==> config.mk <==
export PLATFORM = sky130hd
export DESIGN_NAME = tt_um_felixfeierabend_mux
export DESIGN_NICKNAME = d
export VERILOG_FILES = /design/src/rtl/tt_um_felixfeierabend_mux_pkg.sv /design/src/rtl/tt_um_felixfeierabend_mux_lfsr8.sv /design/src/rtl/tt_um_felixfeierabend_mux.sv
export SDC_FILE = /design/constraint.sdc
export NUM_CORES = 1
export LEC_CHECK = 0
export BUFFER_PORTS_ARGS = -buffer_cell sky130_fd_sc_hd__buf_2
export CAP_MARGIN = 20
export CORE_ASPECT_RATIO = 0.7
export CORE_MARGIN = 1.5
export CORE_UTILIZATION = 56
export CTS_CLUSTER_DIAMETER = 150
export DETAILED_ROUTE_END_ITERATION = 16
export GPL_TIMING_DRIVEN = 0
export HOLD_SLACK_MARGIN = 0.15
export PLACE_DENSITY = 0.94
export SETUP_SLACK_MARGIN = 0.3
export SYNTH_ARGS = -nofsm -noshare
export SYNTH_HDL_FRONTEND = slang
export SYNTH_SLANG_ARGS = --single-unit
==> constraint.sdc <==
create_clock -name clk -period 2.25 [get_ports clk]
set_input_delay 0 -clock clk [delete_from_list [all_inputs] [get_ports clk]]
set_output_delay 0 -clock clk [all_outputs]
set_load 0.02 [all_outputs]
==> src/rtl/tt_um_felixfeierabend_mux_pkg.sv <==
// -----------------------------------------------------------------------------
// tt_um_felixfeierabend_mux_pkg
// Shared definitions for the source-select mux design:
//   - sel_e      : 2-bit source-select encodings carried on uio_in[5:4]
//   - LFSR_SEED  : value the LFSR is reset to (the all-zero state is a lock-up)
//   - LFSR_TAPS  : feedback tap mask, bits 7,5,4,3
//   - UIO_OE     : fixed bidirectional pad direction (low nibble driven)
// -----------------------------------------------------------------------------
package tt_um_felixfeierabend_mux_pkg;

  typedef enum logic [1:0] {
    SEL_UI   = 2'd0,
    SEL_HOLD = 2'd1,
    SEL_CNT  = 2'd2,
    SEL_LFSR = 2'd3
  } sel_e;

  localparam logic [7:0] LFSR_SEED = 8'h01;
  localparam logic [7:0] LFSR_TAPS = 8'hB8;
  localparam logic [7:0] UIO_OE    = 8'h0F;

endpackage

==> src/rtl/tt_um_felixfeierabend_mux_lfsr8.sv <==
// -----------------------------------------------------------------------------
// lfsr8
// 8-bit Fibonacci LFSR, maximal length (255 states, never 00).
// Shifts left once per enabled cycle; the new LSB is the XOR of the
// tapped bits q[7]^q[5]^q[4]^q[3].
// Ports:
//   clk   - rising-edge clock
//   rst_n - asynchronous active-low reset, loads LFSR_SEED
//   en    - shift enable; low holds the state
//   q     - current LFSR state
// -----------------------------------------------------------------------------
module lfsr8
  import tt_um_felixfeierabend_mux_pkg::*;
(
  input  logic       clk,
  input  logic       rst_n,
  input  logic       en,
  output logic [7:0] q
);

  logic [7:0] q_reg;
  logic [7:0] q_next;

  // Shift path: each bit takes its lower neighbour.
  genvar gi;
  generate
    for (gi = 1; gi < 8; gi++) begin : g_shift
      assign q_next[gi] = q_reg[gi-1];
    end
  endgenerate

  // Feedback into bit 0: reduction XOR over the tapped bits.
  assign q_next[0] = ^(q_reg & LFSR_TAPS);

  always_ff @(posedge clk or negedge rst_n) begin
    if (!rst_n) begin
      q_reg <= LFSR_SEED;
    end else if (en) begin
      q_reg <= q_next;
    end
  end

  assign q = q_reg;

endmodule

==> src/rtl/tt_um_felixfeierabend_mux.sv <==
// -----------------------------------------------------------------------------
// tt_um_felixfeierabend_mux
// Registered 4-way source mux with optional output inversion.
// Sources: ui_in, a loadable hold register, a free-running 8-bit counter and
// an 8-bit LFSR. Everything advances only when ena is high.
// Ports:
//   clk, rst_n - clock and asynchronous active-low reset
//   ena        - global enable; low freezes every register
//   ui_in      - data input (source 0 and hold-register load data)
//   uio_in     - [5:4] sel, [6] load, [7] invert, [3:0] unused
//   uo_out     - registered mux result (1-cycle latency)
//   uio_out    - [0] counter wrap pulse, [1] hold_valid, [3:2] sel echo,
//                [7:4] zero
//   uio_oe     - constant 8'h0F (low nibble driven, high nibble input)
// -----------------------------------------------------------------------------
module tt_um_felixfeierabend_mux
  import tt_um_felixfeierabend_mux_pkg::*;
(
  input  logic       clk,
  input  logic       rst_n,
  input  logic       ena,
  input  logic [7:0] ui_in,
  input  logic [7:0] uio_in,
  output logic [7:0] uo_out,
  output logic [7:0] uio_out,
  output logic [7:0] uio_oe
);

  // Control fields decoded from the bidirectional inputs.
  sel_e       sel;
  logic       load;
  logic       invert;

  assign sel    = sel_e'(uio_in[5:4]);
  assign load   = uio_in[6];
  assign invert = uio_in[7];

  // uio_in[3:0] are output pads and carry no information for this design.
  logic unused_uio_low;
  assign unused_uio_low = &{1'b0, uio_in[3:0]};

  logic [7:0] uo_reg;
  logic [1:0] sel_echo_reg;
  logic [7:0] cnt_reg;
  logic       wrap_reg;
  logic [7:0] hold_reg;
  logic       hold_valid_reg;
  logic [7:0] lfsr_q;
  logic [7:0] mux_src;
  logic [7:0] uo_next;

  lfsr8 u_lfsr8 (
    .clk   (clk),
    .rst_n (rst_n),
    .en    (ena),
    .q     (lfsr_q)
  );

  // Source select. The hold source is the register's current contents, so a
  // load issued in the same cycle only becomes visible one cycle later.
  always_comb begin
    mux_src = ui_in;
    case (sel)
      SEL_UI:   mux_src = ui_in;
      SEL_HOLD: mux_src = hold_reg;
      SEL_CNT:  mux_src = cnt_reg;
      SEL_LFSR: mux_src = lfsr_q;
      default:  mux_src = ui_in;
    endcase
  end

  assign uo_next = mux_src ^ {8{invert}};

  always_ff @(posedge clk or negedge rst_n) begin
    if (!rst_n) begin
      uo_reg         <= 8'h00;
      sel_echo_reg   <= 2'd0;
      cnt_reg        <= 8'h00;
      wrap_reg       <= 1'b0;
      hold_reg       <= 8'h00;
      hold_valid_reg <= 1'b0;
    end else if (ena) begin
      uo_reg       <= uo_next;
      sel_echo_reg <= uio_in[5:4];
      cnt_reg      <= cnt_reg + 8'd1;
      // Raised on the edge where the counter rolls FF->00, so it is high for
      // the single enabled cycle that follows the rollover.
      wrap_reg     <= (cnt_reg == 8'hFF);
      if (load) begin
        hold_reg       <= ui_in;
        hold_valid_reg <= 1'b1;
      end
    end
  end

  assign uo_out  = uo_reg;
  assign uio_out = {4'b0000, sel_echo_reg, hold_valid_reg, wrap_reg};
  assign uio_oe  = UIO_OE;

endmodule

# Word-level counts from Yosys, hierarchy flattened
# Cells that the tools add are included.
# word_totals
reg_bits,36
in_bits,19
# classes
n_addsub,1
eq_ne,4
n_mux,1
n_bitwise,1
reduce_logical,3
# op_table
operator,count
one-hot mux 8 bit (4 select lines),1
"adder 8 x 1 -> 8 bit, second input constant",1
"equality test 8 bit, second input constant",1
XOR reduction 8 bit,1
bitwise XOR 8 bit,1
"equality test 2 bit, second input constant",2
"equality test 2 x 1 -> 1 bit, second input constant",1
logical NOT 2 bit,1
AND reduction 2 bit,1

# Logic depth before layout (Yosys ltp)
# Gate-level depths: netlist of run 1.
# logic_depth
depth_word,3
mapped_depth,4
mapped_depth_nobuf,4

# Hierarchy
# A second synthesis of run 1 with hierarchy kept.
# hier_totals
cells_unflattened,143
hier_area_um2,1810.5
# by_module_without_submodules
mod,n_inst,cells_per_inst,area_per_inst_um2,seq_area_each_um2
tt_um_felixfeierabend_mux,1,115,1437.6,700.7
lfsr8,1,28,372.9,201.4

# Worst setup path after synthesis of run 1
# Ideal clock, no wire load.
# synth_timing
kind,reg-to-reg
startpoint,register cnt_reg[0]
endpoint,register uo_reg[0] (netlist: uo_out[0])
setup_ns,0.137
arrival_ns,1.075
setup_slack_ns,1.038
stages_incl_launch_ff,4
period_less_slack_ns,1.212
path_cell_list,dfrtp_1 -> mux4_2 -> xnor2_1 -> a21oi_1
# synth_between
elab_chain_len,2
# synth_lines
item,line,rtl
from (decl),tt_um_felixfeierabend_mux.sv:44,logic [7:0] cnt_reg;
from (signal assigned),tt_um_felixfeierabend_mux.sv:85,cnt_reg <= cnt_reg + 8'd1;
one-hot mux 8 bit (4 select lines),tt_um_felixfeierabend_mux.sv:63,case (sel)
bitwise XOR 8 bit,tt_um_felixfeierabend_mux.sv:72,assign uo_next = mux_src ^ {8{invert}};
to (signal assigned),tt_um_felixfeierabend_mux.sv:83,uo_reg <= uo_next;
to (decl),tt_um_felixfeierabend_mux.sv:42,logic [7:0] uo_reg;
# No other way between the ends.
# A chain may end at the register's enable or synchronous reset.

# Worst setup path after layout of run 1
# layout_timing
startpoint,input port uio_in[4]
endpoint,register uo_reg[2] (netlist: uo_out[2])
# layout_between
elab_chain_len,3
word_cells_on_any_way,6
# layout_lines
item,line,rtl
from (decl),tt_um_felixfeierabend_mux.sv:23,"input logic [7:0] uio_in,"
equality test 2 bit (tied with other cells),tt_um_felixfeierabend_mux.sv:63,
one-hot mux 8 bit (4 select lines) (*),tt_um_felixfeierabend_mux.sv:63,
bitwise XOR 8 bit (*),tt_um_felixfeierabend_mux.sv:72,
# Mark *: on every way between the ends. The rest lies on a longest branch, timed or not.

==> summary.md, run 1 <==
| Metric | Value |
|---|---|
| Comb pwr share | 29.8% |
| Initial antenna violation count | 0 |
| Pint | ~1.5 mW |
| M3 GR Usage | ~5.3% |
| Switching power | approximately 0.72 mW |
| Max Cap Viol | 0 |
| Sw Ratio | between 30% and 40% |
| WS Path Type | primary input to flop |
| Crit path DAT | 1550 ps |
| RSZ-0062 raised after global routing | no |
| Worst Setup End Kind | flop |
| Pre-antenna DRT Iters | 4 |
| Worst-path clk slew | ~70 ps |
| Die Y | about 50 um |
| HP Class | primary input to flop |
| Pleak | around 0.97 nW |
| CTS Buf Count | 5 |
| RD Place Congestion | between 0.8 and 0.9 |
| Most common cell after layout, fill and taps aside | dfrtp_1 |
| Most frequent cells in the layout | dfrtp_1 (35), buf_2 (26), mux2_2 (18), xnor2_1 (14), buf_4 (14) |
| DIE AREA | between 3000 and 4000 um2 |
| Clk sinks | 36 |
| Rel. slew slack | between 40% and 50% |
| Hold Vio Cnt, Final | 0 |
| Nets@finish | between 200 and 250 |
| Clock share of power | between 20% and 30% |
| Total track usage | 22.68% |
| Min cycle time layout | approximately 1400 ps |
| Req. time, crit path | ~2400 ps |
| Skew final | about 4.2 ps |
| CP max FO | 9 |
| Core Region | approximately 2900 um2 |
| Slew Viols, Final | 0 |
| Busiest grt layer | met2 |
| Post-Layout Cell Count | around 220 |
| Post-DP HPWL | around 2400 um |
| CTS root buf | clkbuf_8 |
| Ant diodes | 0 |
| Post-Syn Instances | 136 |
| Total wire length | around 3400 um |
| Fmax | 719.1 MHz |
| DRC | 0 |
| Cell taking the most area after synthesis | dfrtp_1 |
| Total number of yosys warnings | 0 |
| Placed cell count | approximately 200 |
| Reg power frac | between 40% and 50% |
| Grt total ovfl | 0 |
| Clk_lat worst skew | ~290 ps |
| Mean Syn Cell Area | between 10 and 15 um2 |
| Routed Antenna Nets | 0 |
| I/O pin total | 43 |
| Status | finished, final reports clean |
| First-pass GRT wire length | roughly 5700 um |
| Initial Util | 60.94% |
| Peak VDD IR | 0.0006804 V |
| Seq/Total Area, Yosys | between 50% and 60% |
| First-iteration detailed-routing DRC count | 55 |
| Power per cell area | 1028 nW/um2 |
| Largest net degree at the start of global routing | 37 |
| Top-area cell type share of the netlist area | 49.86% |
| Total negative slack | 0 ps |
| Die width | approximately 70 um |
| Pwr Total | between 2 and 2.5 mW |
| Vias in the first global route | 1,208 |
| Port bufs | 22 |
| Drt via density | around 5.2 |
| Share of layout cells above drive strength 1 | 40.64% |
| Tcrit/Tclk final | between 60% and 70% |
| Post-synth cell types | 22 |
| P&R area growth vs syn | 22.93% |
| Fin area | between 2000 and 2500 um2 |
| Row cnt | 16 |
| Final setup vio count | 0 |
| Via count | 1,153 |
| DR WL/cell | approximately 15 um |
| Largest cells by area after synthesis | dfrtp_1 (50%), mux2_2 (12%), mux4_2 (10%) |
| Least-Margin Pin Slew | ~790 ps |
| Fillers | slightly below 200 |
| Met1 usage | 29.28% |
| CTS tree | done |
| Met2 Resource Use GR | 36.35% |
| Synth Register Bits | 36 |
| Cells resized by post-CTS repair | 0 |
| Startpoint types | primary input |
| Worst-case clock buffer depth | 2 |
| Max H-tree Level | 2 |
| Placed Area | 1949 um2 |
| Synth Cell Area | approximately 1800 um2 |
==> metal layers <==
layer | wire length (um) | part of all wire (%)
met5 | 0 | 0
met4 | 63 | 1.8
met3 | 274 | 8.0
met2 | 1595 | 47
met1 | 1483 | 43
==> worst paths after layout <==
kind | slack [ps] | cells after the start | to | startpoint
setup / recovery | 860 | 5 | uo_out[2] | uio_in[4]
hold / removal | 150 | 3 | uo_out[3] | uio_in[7]
setup reg to reg | 890 | 3 | uo_out[2] | cnt_reg[2]
hold reg to reg | 480 | 1 | hold_valid_reg | hold_valid_reg
max in group asynchronous | 1420 | 2 | u_lfsr8.q[2] | rst_n
min in group asynchronous | 330 | 2 | uo_out[6] | rst_n
==> cell usage after synthesis, drive strengths merged <==
cell type and number:
a21oi 9, a32o 1, buf 19, clkbuf 2
conb 2, dfrtp 35, dfstp 1, ha 1
inv 1, mux2 18, mux4 8, nand2 4
nand2b 1, nand3 2, nand4 2, nor2 11
nor3 1, xnor2 14, xor2 4
==> worst max-delay path, cell delays in order <==
cell	delay, ps
dlygate4sd3_1	540
buf_6	170
mux4_2	550
xnor2_1	180
a21oi_1	90
==> cells by family after synthesis <==
group,synth area share (%)
DFF,51.35
muxes,21.79
buffers and inverters,8.475
and+or+nand+nor,5.128
xor gates and xnor gates,8.974
AOI/OAI and AO/OA,3.134
other,0.4275
adders and majority gates,0.7121
==> what timing repair did <==
item / CTS / global route
buffers inserted: 0 / 0
hold endpoints to repair: 47 / 0
hold buffers: 11 / 0
==> per-stage QoR <==
| stage | setup slack, ps | hold WS, ps | util, % |
|---|---|---|---|
| 2_1_floorplan | 1038 | -295.6 | - |
| 3_3_place_gp | 971.8 | 98.36 | 67.62 |
| 3_5_place_dp | 911.2 | 123.1 | 67.62 |
| 4_1_cts | 874.6 | 153.3 | 74.91 |
| 5_1_grt | 815.5 | 199.2 | 74.91 |
| 6_report | 859.4 | 151.4 | 74.91 |
==> cell type report <==
class / count / area [um2] / area share, %
plain buffers: 21 / 145.1 / 6.721
clock buffers: 8 / 100.1 / 4.635
inverters: 1 / 3.754 / 0.1738
multi-input cells: 88 / 743.2 / 34.41
flip-flops and latches: 36 / 902.1 / 41.77
well taps: 36 / 45.04 / 2.086
repair buffers: 33 / 220.2 / 10.20
==> power by group through the flow <==
stage          Clock [mW]  Sequential, mW  Combinational (mW)
3_3_place_gp            0            1.03               0.614
6_report            0.505            1.05               0.662
2_1_floorplan           0            1.05               0.457
3_5_place_dp            0            1.06               0.645
4_1_cts             0.511            1.05               0.668
5_1_grt             0.533            1.08               0.729
No activity file was read; power rests on OpenSTA's default activity.
==> run 2, diff against run 1 <==
Settings changed: CORE_UTILIZATION 56 to 47, PLACE_DENSITY 0.94 to 0.85.
Clock period 2.25 ns to 1.1 ns, I/O delays scaled along.
==> run 2 against run 1 <==
  * The run now ends with negative hold slack, negative setup slack left
  * Sequential power is 97% higher
  * Via count is 11% higher
  * Clock power is 81% higher
  * Hold slack worse by 370 ps
  * Flip-flop and latch count stayed put
  * Worst setup slack worse by 1100 ps
  * Routed wire length is 22% higher
  * Non-clock buffer count is 23 higher
  * Combinational power grew to 3.8 times the previous value
  * First-iteration DRC count is 40% lower
  * Total power is 150% higher
  * Critical endpoint is now uo_out[1]
  * Largest cell class unchanged
==> summary.md, run 2 (synthesis gave the netlist of run 1 again) <==
| Metric | Value |
|---|---|
| Fillers | 238 (was 198) |
| Clk_lat worst skew | 290 ps (about the same) |
| CTS tree | done (unchanged) |
| Share of layout cells above drive strength 1 | 52.38% (was 40.64%) |
| Grt total ovfl | 0 (unchanged) |
| DRC | 0 (unchanged) |
| Peak VDD IR | 0.001175 V (was 0.0006804 V) |
| CTS Buf Count | 5 (unchanged) |
| Status | finished with violations (was finished, final reports clean) |
| Tcrit/Tclk final | 117.8% |
| Initial Util | 49.37% (was 60.94%) |
| CP max FO | 3 (was 9) |
| Worst Setup End Kind | flop (unchanged) |
| RD Place Congestion | 0.7602 (was 0.8291) |
| Worst-path clk slew | 70 ps (about the same) |
| P&R area growth vs syn | 43.38% (was 22.93%) |
| Total negative slack | -1541 ps (was 0 ps) |
| Sw Ratio | 32.27% (was 32.40%) |
| Most frequent cells in the layout | dfrtp_1 (32), buf_4 (31), buf_6 (21), buf_2 (14), conb_1 (12) (was dfrtp_1 (35), buf_2 (26), mux2_2 (18), xnor2_1 (14), buf_4 (14)) |
| Clk sinks | 36 (unchanged) |
| Startpoint types | flop (was primary input) |
| Nets@finish | 229 (was 206) |
| I/O pin total | 43 (unchanged) |
| Placed Area | 1974 um2 (was 1949 um2) |
| Routed Antenna Nets | 0 (unchanged) |
| Min cycle time layout | roughly 1300 ps |
| Hold Vio Cnt, Final | 35 (was 0) |
| Clock share of power | 16.7% (was 22.8%) |
| Row cnt | 18 (was 16) |
| Area occupied by multi-input gates | 825.8 um2 (was 743.2 um2) |
| DR WL/cell | 16.02 um (was 15.32 um) |
| Placed cell count | 218 (was 204) |
| Register area | 905.9 um2 (was 902.1 um2) |
| Vias in the first global route | 1,255 (was 1,208) |
| Skew final | 6.439 ps (was 4.211 ps) |
| Fin area | 2519 um2 (was 2160 um2) |
| Slack of the critical path | -195.7 ps (was 859.4 ps) |
| Pre-antenna DRT Iters | 4 (unchanged) |
| Most common cell after layout, fill and taps aside | dfrtp_1 (unchanged) |
| First-iteration detailed-routing DRC count | 33 (was 55) |
| Max Cap Viol | 0 (unchanged) |
| Comb pwr share | 45.6% (was 29.8%) |
| Drt via density | 4.908 (was 5.170) |
| First-pass GRT wire length | 6161 um (was 5706 um) |
| Switching power | 1.768 mW (was 0.7189 mW) |
| Pwr Total | 5.479 mW (was 2.219 mW) |
| DIE AREA | 4119 um2 (was 3487 um2) |
| Total wire length | 4166 um (was 3417 um) |
| Max H-tree Level | 2 (unchanged) |
| Reg power frac | 37.7% (was 47.4%) |
| Pint | 3.710 mW (was 1.500 mW) |
| Power per cell area | 2175 nW/um2 (was 1028 nW/um2) |
| WS Path Type | flop to flop (was primary input to flop) |
| Hold slack final | -214.1 ps (was 151.4 ps) |
| Post-Layout Cell Count | 260 (was 223) |
| Failing checks | negative hold slack, negative setup slack |
| Slew Viols, Final | 0 (unchanged) |
| HP Class | primary input to asynchronous set/reset pin (was primary input to flop) |
| Total track usage | 20.59% (was 22.68%) |
| Fmax | 771.8 MHz |
| Port bufs | 22 (unchanged) |
| Initial antenna violation count | 0 (unchanged) |
| Final setup vio count | 14 (was 0) |
| Die width | 76.07 um (was 69.94 um) |
| Req. time, crit path | 1250 ps (was 2410 ps) |
| CTS root buf | clkbuf_8 (unchanged) |
| Ant diodes | 0 (unchanged) |
| Hold buffers post-CTS | 9 (was 11) |
| Pleak | 1.175 nW (was 0.9741 nW) |
| RSZ-0062 raised after global routing | yes (was no) |
| Worst-case clock buffer depth | 2 (unchanged) |
| Die Y | 54.15 um (was 49.86 um) |
| Via count | 1,276 (was 1,153) |
| Least-Margin Pin Slew | 780.4 ps (was 790.2 ps) |
| Largest net degree at the start of global routing | 37 (unchanged) |
| Crit path DAT | 1450 ps (was 1550 ps) |
| Core Region | 3558 um2 (was 2883 um2) |
| Post-DP HPWL | 2236 um (was 2428 um) |
| Rel. slew slack | 47.98% (was 47.32%) |
[run 2: cell count changes in the layout (fill, tap and decap cells not counted), moves of 4 or more]
| cell | previous run | this run |
|---|---|---|
| buf_6 | 1 | 21 |
| mux2_2 | 18 | 11 |
| buf_2 | 26 | 14 |
| buf_4 | 14 | 31 |
| mux2_4 | 0 | 7 |
| xnor2_1 | 14 | 10 |
[run 2: power by group through the flow]
stage	Sequential (mW)	Clock, mW	Combinational [mW]
floorplan	2.16	0	0.938
global placement	2.13	0	1.27
detailed placement	2.16	0	1.30
CTS	2.03	0.906	2.19
global route	2.11	0.986	2.67
finish	2.07	0.913	2.50
[run 2: area by class of cell]
| type | instances | share of cell area, % |
|---|---|---|
| Buffer | 21 | 6.061 |
| Inverter | 1 | 0.1490 |
| Sequential cell | 36 | 35.97 |
| Clock buffer | 8 | 3.179 |
| Timing Repair Buffer | 56 | 19.37 |
| Tap cell | 50 | 2.484 |
| Multi-Input combinational cell | 88 | 32.79 |
[run 2: path summary, 6_finish.rpt]
check,slack (ps),start,depth (start not counted),to
max,-200,cnt_reg[1],3,uo_out[1]
min,-210,rst_n,1,uo_out[3]
max reg2reg,-200,cnt_reg[1],3,uo_out[1]
min reg2reg,510,hold_reg[5],1,hold_reg[5]
max in group asynchronous,770,rst_n,1,sel_echo_reg[0]
min in group clk,120,ena,2,cnt_reg[1]
[run 2: what timing repair did]
action / CTS / global route
resized for setup: 36 / 13
endpoints found under the setup margin: 32 / 38
hold endpoints to repair: 46 / 37
pin swaps: 12 / 4
cloned: 0 / 0
buffers inserted: 22 / 3
[run 2: critical path, cell delays in order, from the launching register on]
cell     delay, ps
dfrtp_1        420
mux4_2         510
xnor2_2        160
a21oi_1         70
[run 2: stage by stage]
stage | hold WS, ps | worst slack [ps] | utilization [%]
floorplan | -295.6 | -111.7 | -
global placement | 115.8 | -193.6 | 55.49
detailed placement | 121.6 | -211.0 | 55.49
CTS | -182.9 | -177.3 | 68.32
global route | -150.0 | -256.2 | 70.78
finish | -214.1 | -195.7 | 70.78
[run 2: per-layer routing]
| layer | share of wire (%) | wire length, um | GRT usage [%] |
|---|---|---|---|
| met1 | 42 | 1741 | 24.65 |
| met2 | 50 | 2092 | 35.59 |
| met3 | 5.2 | 217 | 7.119 |
| met4 | 2.7 | 114 | 7.716 |
| met5 | 0 | 0 | 0 |
